[src/rtl/fixed_subframe_encoder.sv]
// FLAC SUBFRAME_FIXED encoder: header, verbatim warmup, single-partition Rice residuals,
// packed MSB-first into 16-bit RAM words through a 32-bit bit accumulator.
module fixed_subframe_encoder #(
  parameter int ADDR_WIDTH = 16
) (
  input  logic                  iClock,
  input  logic                  iReset,
  input  logic                  iStart,
  input  logic [2:0]            iOrder,
  input  logic [3:0]            iRiceParam,
  input  logic [15:0]           iBlockSize,
  input  logic [ADDR_WIDTH-1:0] iBaseAddr,
  input  logic [15:0]           iSample,
  input  logic                  iSampleValid,
  output logic                  oSampleReady,
  output logic [15:0]           oWriteData,
  output logic [ADDR_WIDTH-1:0] oWriteAddr,
  output logic                  oWriteEnable,
  output logic                  oBusy,
  output logic                  oFrameDone,
  output logic                  oError
);

  typedef enum logic [3:0] {
    S_IDLE, S_HEADER, S_WARM, S_RES_HDR, S_RESIDUAL, S_UNARY, S_LOWBITS, S_FLUSH, S_DONE
  } state_t;

  state_t                state;
  logic [2:0]            order;
  logic [3:0]            rice_k;
  logic [15:0]           block_size;
  logic [15:0]           sample_cnt;
  logic [ADDR_WIDTH-1:0] addr;
  logic [31:0]           acc;
  logic [5:0]            fill;
  logic [15:0]           h1, h2, h3, h4;
  logic [20:0]           u;
  logic [20:0]           q;

  logic        do_write, room, app_fire, params_bad, sample_take, last_sample;
  logic [31:0] acc_w, app_ext;
  logic [5:0]  fill_w;
  logic [4:0]  app_n;
  logic [15:0] app_v, app_left;
  logic [19:0] xs, h1s, h2s, h3s, h4s, r;
  logic [20:0] u_c;

  // NOTE: every signal written here gets a default first, so no path leaves it unassigned (no latch).
  always_comb begin
    do_write = (fill >= 6'd16) || (state == S_FLUSH && fill != 6'd0);
    acc_w    = do_write ? {acc[15:0], 16'h0000} : acc;
    fill_w   = do_write ? ((fill >= 6'd16) ? fill - 6'd16 : 6'd0) : fill;

    app_n = 5'd0;
    app_v = 16'h0000;
    case (state)
      S_HEADER:  begin app_n = 5'd8;  app_v = {8'h00, 4'b0001, order, 1'b0}; end
      S_WARM:    begin app_n = 5'd16; app_v = iSample; end
      S_RES_HDR: begin app_n = 5'd10; app_v = {6'b0, 2'b00, 4'b0000, rice_k}; end
      S_UNARY: begin
        if (|q[20:4]) begin app_n = 5'd16; app_v = 16'h0000; end
        else          begin app_n = {1'b0, q[3:0]} + 5'd1; app_v = 16'h0001; end
      end
      S_LOWBITS: begin app_n = {1'b0, rice_k}; app_v = u[15:0]; end
      default:   ;
    endcase

    // Left-justify the append, then slide it just below the bits already held.
    app_left = app_v << (5'd16 - app_n);
    app_ext  = {app_left, 16'h0000} >> fill_w;
    room     = ({1'b0, fill_w} + {2'b00, app_n}) <= 7'd32;

    oSampleReady = room && (state == S_WARM || state == S_RESIDUAL);
    sample_take  = oSampleReady && iSampleValid;
    app_fire     = room && (state == S_HEADER || state == S_RES_HDR || state == S_UNARY ||
                            state == S_LOWBITS || (state == S_WARM && iSampleValid));
    last_sample  = (sample_cnt == block_size);

    xs  = {{4{iSample[15]}}, iSample};
    h1s = {{4{h1[15]}}, h1};
    h2s = {{4{h2[15]}}, h2};
    h3s = {{4{h3[15]}}, h3};
    h4s = {{4{h4[15]}}, h4};
    case (order)
      3'd0:    r = xs;
      3'd1:    r = xs - h1s;
      3'd2:    r = xs - (h1s << 1) + h2s;
      3'd3:    r = xs - ((h1s << 1) + h1s) + ((h2s << 1) + h2s) - h3s;
      default: r = xs - (h1s << 2) + ((h2s << 2) + (h2s << 1)) - (h3s << 2) + h4s;
    endcase
    // Zigzag fold: 2r for r>=0, -2r-1 (= ~2r) otherwise.
    u_c = {r, 1'b0} ^ {21{r[19]}};

    params_bad = (iOrder > 3'd4) || (iRiceParam == 4'd15) || (iBlockSize <= {13'd0, iOrder});
  end

  // NOTE: sequential state uses non-blocking assignments only, so every register sees pre-edge values.
  always_ff @(posedge iClock or posedge iReset) begin
    if (iReset) begin
      state        <= S_IDLE;
      order        <= '0;
      rice_k       <= '0;
      block_size   <= '0;
      sample_cnt   <= '0;
      addr         <= '0;
      acc          <= '0;
      fill         <= '0;
      h1           <= '0;
      h2           <= '0;
      h3           <= '0;
      h4           <= '0;
      u            <= '0;
      q            <= '0;
      oWriteData   <= '0;
      oWriteAddr   <= '0;
      oWriteEnable <= 1'b0;
      oBusy        <= 1'b0;
      oFrameDone   <= 1'b0;
      oError       <= 1'b0;
    end else begin
      oWriteEnable <= do_write;
      oFrameDone   <= 1'b0;
      oError       <= 1'b0;
      if (do_write) begin
        oWriteData <= acc[31:16];
        oWriteAddr <= addr;
        addr       <= addr + 1'b1;
      end
      acc  <= app_fire ? (acc_w | app_ext) : acc_w;
      fill <= fill_w + (app_fire ? {1'b0, app_n} : 6'd0);

      if (sample_take) begin
        h1         <= iSample;
        h2         <= h1;
        h3         <= h2;
        h4         <= h3;
        sample_cnt <= sample_cnt + 16'd1;
      end

      case (state)
        S_IDLE: begin
          if (iStart) begin
            if (params_bad) begin
              oError <= 1'b1;
            end else begin
              order      <= iOrder;
              rice_k     <= iRiceParam;
              block_size <= iBlockSize;
              addr       <= iBaseAddr;
              sample_cnt <= '0;
              oBusy      <= 1'b1;
              state      <= S_HEADER;
            end
          end
        end
        S_HEADER:  if (app_fire) state <= (order != 3'd0) ? S_WARM : S_RES_HDR;
        S_WARM:    if (sample_take && (sample_cnt + 16'd1 == {13'd0, order})) state <= S_RES_HDR;
        S_RES_HDR: if (app_fire) state <= S_RESIDUAL;
        S_RESIDUAL: begin
          if (sample_take) begin
            u     <= u_c;
            q     <= u_c >> rice_k;
            state <= S_UNARY;
          end
        end
        S_UNARY: begin
          if (app_fire) begin
            if (|q[20:4])            q     <= q - 21'd16;
            else if (rice_k != 4'd0) state <= S_LOWBITS;
            else                     state <= last_sample ? S_FLUSH : S_RESIDUAL;
          end
        end
        S_LOWBITS: if (app_fire) state <= last_sample ? S_FLUSH : S_RESIDUAL;
        S_FLUSH:   if (fill <= 6'd16) state <= S_DONE;
        S_DONE: begin
          oFrameDone <= 1'b1;
          oBusy      <= 1'b0;
          state      <= S_IDLE;
        end
        default: state <= S_IDLE;
      endcase
    end
  end

endmodule

[config.mk]
export PLATFORM = sky130hd
export DESIGN_NAME = fixed_subframe_encoder
export DESIGN_NICKNAME = d
export VERILOG_FILES = /design/src/rtl/fixed_subframe_encoder.sv
export SDC_FILE = /design/constraint.sdc
export NUM_CORES = 1
export LEC_CHECK = 0
export BUFFER_PORTS_ARGS = -buffer_cell sky130_fd_sc_hd__buf_2
export CAP_MARGIN = 40
export CORE_MARGIN = 2
export CORE_UTILIZATION = 60
export DETAILED_ROUTE_END_ITERATION = 10
export MAX_ROUTING_LAYER = met4
export PLACE_DENSITY = 0.81
export SLEW_MARGIN = 20
export SYNTH_ARGS = -nofsm -noshare
export SYNTH_HDL_FRONTEND = slang
export SYNTH_SLANG_ARGS = --single-unit
export TNS_END_PERCENT = 50
[constraint.sdc]
create_clock -name iClock -period 16 [get_ports iClock]
set_input_delay 2.4 -clock iClock [delete_from_list [all_inputs] [get_ports iClock]]
set_output_delay 2.4 -clock iClock [all_outputs]
set_load 0.1 [all_outputs]
Word-level counts from Yosys, hierarchy flattened
Index checks and enable logic that the tools add are counted.
{"block": "word_totals", "out_inout_bits": 37, "inputBits": 59, "elab_cells": 147, "regBits": 234}
{"block": "op_classes", "n_lt_le_gt_ge": 5, "eq_ne": 25, "n_bitwise": 3, "n_shift": 3, "addsub": 21, "n_reduce_logical": 27, "n_mux": 43}
{"cell": "two-way mux 16 bit", "count": 8}
{"cell": "case mux 16 bit (5 select lines)", "count": 1}
{"cell": "case mux 20 bit (4 select lines)", "count": 1}
{"cell": "two-way mux 32 bit", "count": 2}
{"cell": "two-way mux 21 bit", "count": 3}
{"cell": "case mux 21 bit (2 select lines)", "count": 1}
{"cell": "two-way mux 4 bit", "count": 10}
{"cell": "subtractor 20 bit", "count": 2}
{"cell": "subtractor 16 x 18 -> 19 bit", "count": 2}
{"cell": "adder 17 x 16 -> 18 bit", "count": 2}
{"cell": "adder 16 x 1 -> 16 bit, second input constant", "count": 2}
{"cell": "bitwise OR 32 bit", "count": 1}
{"cell": "case mux 4 bit (8 select lines)", "count": 1}
{"cell": "right shift 32 x 6 -> 32 bit", "count": 1}
{"cell": "case mux 5 bit (5 select lines)", "count": 1}
{"cell": "right shift 21 x 4 -> 21 bit", "count": 1}
{"cell": "subtractor 21 x 5 -> 21 bit, second input constant", "count": 1}
{"cell": "XOR 21 bit", "count": 1}
{"cell": "adder 19 x 18 -> 20 bit", "count": 1}
{"cell": "adder 19 x 19 -> 20 bit", "count": 1}
{"cell": "adder 20 bit", "count": 1}
{"cell": "adder 18 x 16 -> 19 bit", "count": 1}
{"cell": "adder 18 x 17 -> 19 bit", "count": 1}
{"cell": "subtractor 16 x 17 -> 18 bit", "count": 1}
{"cell": "other kinds (41)", "count": 80}

Logic depth before layout (Yosys ltp)
Gate-level depths: netlist of the first run.
{"block": "depth", "ltp_word": 12, "ltp_mapped": 23, "mapped_depth_nobuf": 21}

Worst setup path before layout of the first run
No wires, ideal clock.
{"block": "synth_path", "kind": "flip-flop to output port", "startpoint": "reg state[3]", "endpoint": "out oSampleReady", "stages_incl_launch_ff": 15, "slack_ns": 8.383, "arrival_ns": 5.217, "path_buffers": 3, "required_time_ns": 13.600, "path_cell_list": "dfrtp_1 clkbuf_1 nand4b_1 or3_1 clkbuf_1 nand2_1 inv_1 clkbuf_1 ha_1 fa_1 xor2_1 or3_1 o32a_1 a211o_1 a31oi_1"}
{"block": "synth_via", "elab_chain_len": 7, "elab_cells_between_ends": 15, "cone_classes": "add/sub (1); order compare (1); eq/ne (7); mux (2); reduce/logical (4)"}
{"element": "from (decl)", "line": "28", "source": "state_t state;"}
{"element": "from (signal assigned)", "line": "156", "source": "S_HEADER: if (app_fire) state <= (order != 3'd0) ? S_WARM : S_RES_HDR;"}
{"element": "from (signal assigned)", "line": "170", "source": "else state <= last_sample ? S_FLUSH : S_RESIDUAL;"}
{"element": "from (signal assigned)", "line": "173", "source": "S_LOWBITS: if (app_fire) state <= last_sample ? S_FLUSH : S_RESIDUAL;"}
{"element": "== test 4 x 3 -> 1 bit", "line": "50", "source": "do_write = (fill >= 6'd16) || (state == S_FLUSH && fill != 6'd0);"}
{"element": "logical AND 1 bit", "line": "50"}
{"element": "logical OR 1 bit", "line": "50"}
{"element": "two-way mux 6 bit", "line": "52", "source": "fill_w = do_write ? ((fill >= 6'd16) ? fill - 6'd16 : 6'd0) : fill;"}
{"element": "adder 6 x 5 -> 7 bit", "line": "71", "source": "room = ({1'b0, fill_w} + {2'b00, app_n}) <= 7'd32;"}
{"element": "<= comparator 7 x 6 -> 1 bit", "line": "71"}
{"element": "logical AND 1 bit *", "line": "73", "source": "oSampleReady = room && (state == S_WARM || state == S_RESIDUAL);"}
{"element": "to (decl)", "line": "15", "source": "output logic oSampleReady,"}
Every way passes the cells marked *; elsewhere a longest branch is shown, timed or not.

Final worst setup path of the first run
{"block": "layout_path", "startpoint": "reg state[1]", "endpoint": "out oSampleReady"}
Same word-level chain as after synthesis.

==> impl_metrics.ini, run 1 <==
[finish]
design_area_mm2 = 0.0244
area_growth_pct = 8.52
nNetsFinal = 2964
utilization_pct = 66.4
antenna_cells = 0
fin_cells = 3147
drive_gt1_share_pct = 10.1
nFillCells = 3062
multi_input_area_mm2 = 0.0150
regArea_mm2 = 0.00586

[clock_network]
clk_latency_ns = 0.57
cts_setup_buffers = 0
cts_buffer_depth = 3
clock-sinks = 234
clkTransAtPathRegs_ns = 0.06
cts.repair.resized = 0
cts_hold_buf = 0
cts_buffers = 28
cts_root_buf = clkbuf_16
tritoncts = built
cts_max_level = 1

[setup_path]
worstSetupStartpointType = flip-flop
path_max_fanout = 23
path_class = reg2out
end_kind = output pin
required_ns = 13.60
max_stage_delay_ns = 0.92
cp_data_arrival_time_ns = 6.05
cpMostUsedCell = or3_1
crit_path_top_delay_cell = dfrtp_1
crit_chain = nand4b_1, or3_1, nand2_1, inv_1, ha_1, fa_1, xor2_1, or3_1, o32a_1, a211o_1, a31oi_1, buf_2

[global_route]
use_met1_pct = 48.3
grt_pass1_vias = 19700
grt_pass1_wl_um = 107000
grt_use_met3_pct = 3.59
grt_usage_pct = 35.9
grtUsageMet2_pct = 56.7
grt_max_degree = 113
grt_overflow = 0
grt.busiest_layer = met2
antenna_found_initial = 0

[timing]
finalSetupTns_ns = 0
fmaxAchievable_mhz = 118
fin_worst_skew_ns = 0.0206
rsz0062_at_grt = false
max_slew_margin_pct = 36.9
finalHoldViolCount = 0
min_period_over_period_pct = 52.8
setup_viol = 0
worst_slew_pin_slew_ns = 0.935
drv_slew = 0
period_needed_ns = 8.45

[placement]
port_buffers = 95
dpl.hpwl_um = 51300
placed_cell_area_mm2 = 0.0233
dp_cells = 3091
gp_congestion = 0.976

[synthesis]
yosysTopAreaCellShare_pct = 26.1
syn-cell-area_mm2 = 0.0224
synthAdderAreaFrac_pct = 18.7
synth_seq_cells = 234
synth_xor_area_share_pct = 4.73
synth_area_per_cell_um2 = 8.52
synth-seq-area-share_pct = 26.1
yosys-top-cells-count = nand2_1 (348), inv_1 (302), dfrtp_1 (234), o21ai_0 (180), nor2_1 (177)
synth_top_cells_by_area = dfrtp_1 (26%), fa_1 (13%), nand2_1 (5.8%)
syn_inst = 2634
yosysWarnings = 0
yosys-mux-area-fraction_pct = 5.70
synthArstFlopShare_pct = 100
synth_edf_count = 0
yosysTopAreaCell = dfrtp_1
synthSimpleGateAreaFrac_pct = 17.1
synth.net_count = 2940
synth_compound_area_share_pct = 20.2
synth.most_common_cell = nand2_1
synth_top_family_by_area = compound AO/OA/AOI/OAI gates
synth_cell_type_count = 105
synthFlopType = dfrtp_1

[floorplan]
dieArea_mm2 = 0.0390
core_area_mm2 = 0.0367
start_util_pct = 61.2
die_h_um = 197
num_io_pins = 96
die_width_um = 197
rows = 70

[detailed_routing]
drc_errors = 0
vias = 20100
routedWlPerCell_um = 21.2
ant_nets = 0
drt_first_pass_iters = 8
drt-initial-drc-count = 1856
vias_per_cell = 6.38
routed_wl_um = 66700

[hold_path]
hp-class = reg2reg

[run_status]
status = finished clean

[flow_run]
drv_cap = 0
cells in the final DEF, fill, tap and decap left out, drive strengths merged, types with 45 or more instances in the layout:
cell and instances:
ha 99, a21oi 104, nand3 48, xor2 61, nor2 179, o21ai 191
nand2 350, inv 305, xnor2 58, fa 148, mux2i 69, nor3 45
buf 127, dfrtp 234
layout make-up:
class / instances / area share (%)
inverter: 306 / 4.75
timing repair buffer: 127 / 3.23
multi-input combinational: 1961 / 61.4
clock inverter: 10 / 0.668
tap: 468 / 2.40
sequential: 234 / 24.0
clock buffer: 41 / 3.53
final timing paths:
kind | start | to | slack (ns) | cells after the start
worst max-delay path | state[1] | oSampleReady | 7.55 | 12
worst min-delay path | oWriteAddr[10] | oWriteAddr[10] | 0.46 | 2
worst max register to register | state[1] | state[1] | 8.73 | 16
worst min register to register | oWriteAddr[10] | oWriteAddr[10] | 0.46 | 2
max in group asynchronous | iReset | sample_cnt[11] | 12.86 | 4
min in group asynchronous | iReset | h2[2] | 1.95 | 2
routing by layer:
metal / up-vias / share of wire, %
li1: 9237 / -
met1: 9805 / 43
met2: 862 / 46
met3: 182 / 6.6
met4: 0 / 4.4
met5: - / 0
cells by family (layout without fill, tap and decap cells):
group,count (synthesis),count (layout)
AO/OA/AOI/OAI,668,668
XOR/XNOR,119,119
adder cells (fa/ha/maj),247,247
buffers and inverters,439,484
flip-flops,234,234
multiplexers,110,110
AND/OR/NAND/NOR,817,817
registers in the layout (all words and copies together) (netlist names), 16 cells and up:
register    count
u              16
h1             16
block_size     16
h4             16
oWriteAddr     16
h2             16
q              21
acc            32
h3             16
addr           16
sample_cnt     16
oWriteData     16
critical path: cells and delay by family, from the launching register on:
| kind | cells | cell delay (ns) |
|---|---|---|
| xor+xnor | 1 | 0.17 |
| compound gates | 3 | 0.93 |
| flops | 1 | 0.92 |
| simple gates | 4 | 1.67 |
| buf+inv | 2 | 0.94 |
| fa+ha+maj | 2 | 0.83 |
metrics by stage:
stage | hold slack [ns] | worst slack, ns
3_5_place_dp | 0.450 | 7.88
5_1_grt | 0.482 | 7.32
6_report | 0.459 | 7.55
3_3_place_gp | 0.445 | 7.99
2_1_floorplan | 0.439 | 7.18
4_1_cts | 0.464 | 7.64
Power of run 1 is not shown: default switching activity piles up to over one toggle a cycle in this logic, so the estimate is an artifact.
==> run 2, diff against run 1 <==
clock period = 7.79 ns   (was 16 ns; I/O delays follow)
==> impl_metrics.ini, run 2 (same netlist as run 1, synthesis figures left out) <==
[clock_network]
cts_max_level = 1
cts_buffers = 29
cts.repair.resized = 0
cts_setup_buffers = 0
cts_root_buf = clkbuf_16
clk_latency_ns = 0.58
cts_buffer_depth = 3
tritoncts = built
clock-sinks = 234
clkTransAtPathRegs_ns = 0.06
cts_hold_buf = 0

[setup_path]
crit_path_top_delay_cell = dfrtp_1
max_stage_delay_ns = 0.90
end_kind = flip-flop
worstSetupStartpointType = flip-flop
required_ns = 8.27
crit_start = state[1]
reg2regPathDepth = 16
endpoint = state[1]
crit_family = compound AO/OA/AOI/OAI gates
path_max_fanout = 21
critical_path_cell_count = 16
path_class = reg2reg
reg2reg_to = state[1]
cp_data_arrival_time_ns = 7.26
worstReg2RegStart = state[1]
crit_chain = nand4b_1, or3_1, nand2_1, inv_1, ha_1, fa_1, xor2_1, or3_1, o32a_1, a211o_1, a311o_2, o41ai_1, a31oi_1, a311oi_2, a31oi_1, o22ai_1
r2r_slack_ns = 1.00
cp.buffers_inverters = 1

[timing]
fin_worst_skew_ns = 0.0169
fmaxAchievable_mhz = 147
finalSetupTns_ns = 0
rsz0062_at_grt = false
period_needed_ns = 6.79
setup_viol = 0
drv_slew = 0
worst_slew_pin_slew_ns = 0.971
worst_slack_ns = 1.00
min_period_over_period_pct = 87.1
max_slew_margin_pct = 35.1
finalHoldViolCount = 0

[flow_run]
drv_cap = 0

[global_route]
grt_max_degree = 153
grt_usage_pct = 36.8
antenna_found_initial = 0
grt_overflow = 0
grt_pass1_vias = 20100
grt_pass1_wl_um = 110000

[finish]
layout_commonest_cell = nand2_1
top_register = acc
reg_top3 = acc (32), q (21)
largest_reg_flops = 32
final_cell_mix = nand2_1 (348), inv_1 (301), dfrtp_1 (234)
drive_gt1_share_pct = 10.0
antenna_cells = 0
utilization_pct = 66.1
nNetsFinal = 2966
area_growth_pct = 8.05

[hold_path]
hp-class = reg2reg

[detailed_routing]
drt_first_pass_iters = 6
routedWlPerCell_um = 21.2
vias_per_cell = 6.39
drt-initial-drc-count = 2085
vias = 20100
ant_nets = 0
routed_wl_um = 66800
drc_errors = 0

[floorplan]
rows = 70
die_width_um = 197
core_area_mm2 = 0.0367
die_h_um = 197
dieArea_mm2 = 0.0390
num_io_pins = 96
start_util_pct = 61.2

[placement]
dp_slack_ns = 0.845
port_buffers = 95
gp_congestion = 0.986
dpl.hpwl_um = 51400

[run_status]
status = finished clean
==> run 2: worst min path at each step <==
| stage | start | to | slack, ns | cells past startpoint |
|---|---|---|---|---|
| 6_report | oWriteAddr[13] | oWriteAddr[13] | 0.46 | 2 |
| 5_1_grt | u[2] | u[2] | 0.49 | 2 |
| 4_1_cts | oWriteData[2] | oWriteData[2] | 0.46 | 2 |
| 3_5_place_dp | oWriteAddr[3] | oWriteAddr[3] | 0.45 | 2 |
| 3_3_place_gp | oWriteAddr[13] | oWriteAddr[13] | 0.45 | 2 |
| 2_1_floorplan | u[2] | u[2] | 0.44 | 2 |
==> run 2: cell type report <==
cell class / count / area [um^2]
well taps: 468 / 586
repair buffers: 128 / 756
multi-input cells: 1961 / 14900
clock buffers: 38 / 800
clock inverters: 12 / 156
inverters: 306 / 1160
fillers: 3073 / 12400
flip-flops and latches: 234 / 5860
==> run 2: tightest hold or removal path, cell delays in order, from the launching register on <==
cell and delay [ns]:
dfrtp_1 0.33, nand2_1 0.05, nand2_1 0.05
==> run 2: stage by stage <==
stage          instances  cell area (um^2)  hold slack [ns]
6_report            3147             24300            0.461
5_1_grt             3147             24300            0.491
3_3_place_gp        3094             23300            0.445
4_1_cts             3146             24200            0.465
3_5_place_dp        3096             23300            0.453
2_1_floorplan       2634             22400            0.439
==> run 2: layer usage <==
| metal | vias up | share of wire [%] | GRT usage [%] |
|---|---|---|---|
| met5 | - | 0 | - |
| met4 | 0 | 3.4 | 11.2 |
| met3 | 153 | 7.6 | 4.70 |
| met2 | 895 | 46 | 57.7 |
| met1 | 9802 | 43 | 50.1 |
| li1 | 9271 | - | - |
Power of run 2 is left out for the same reason.
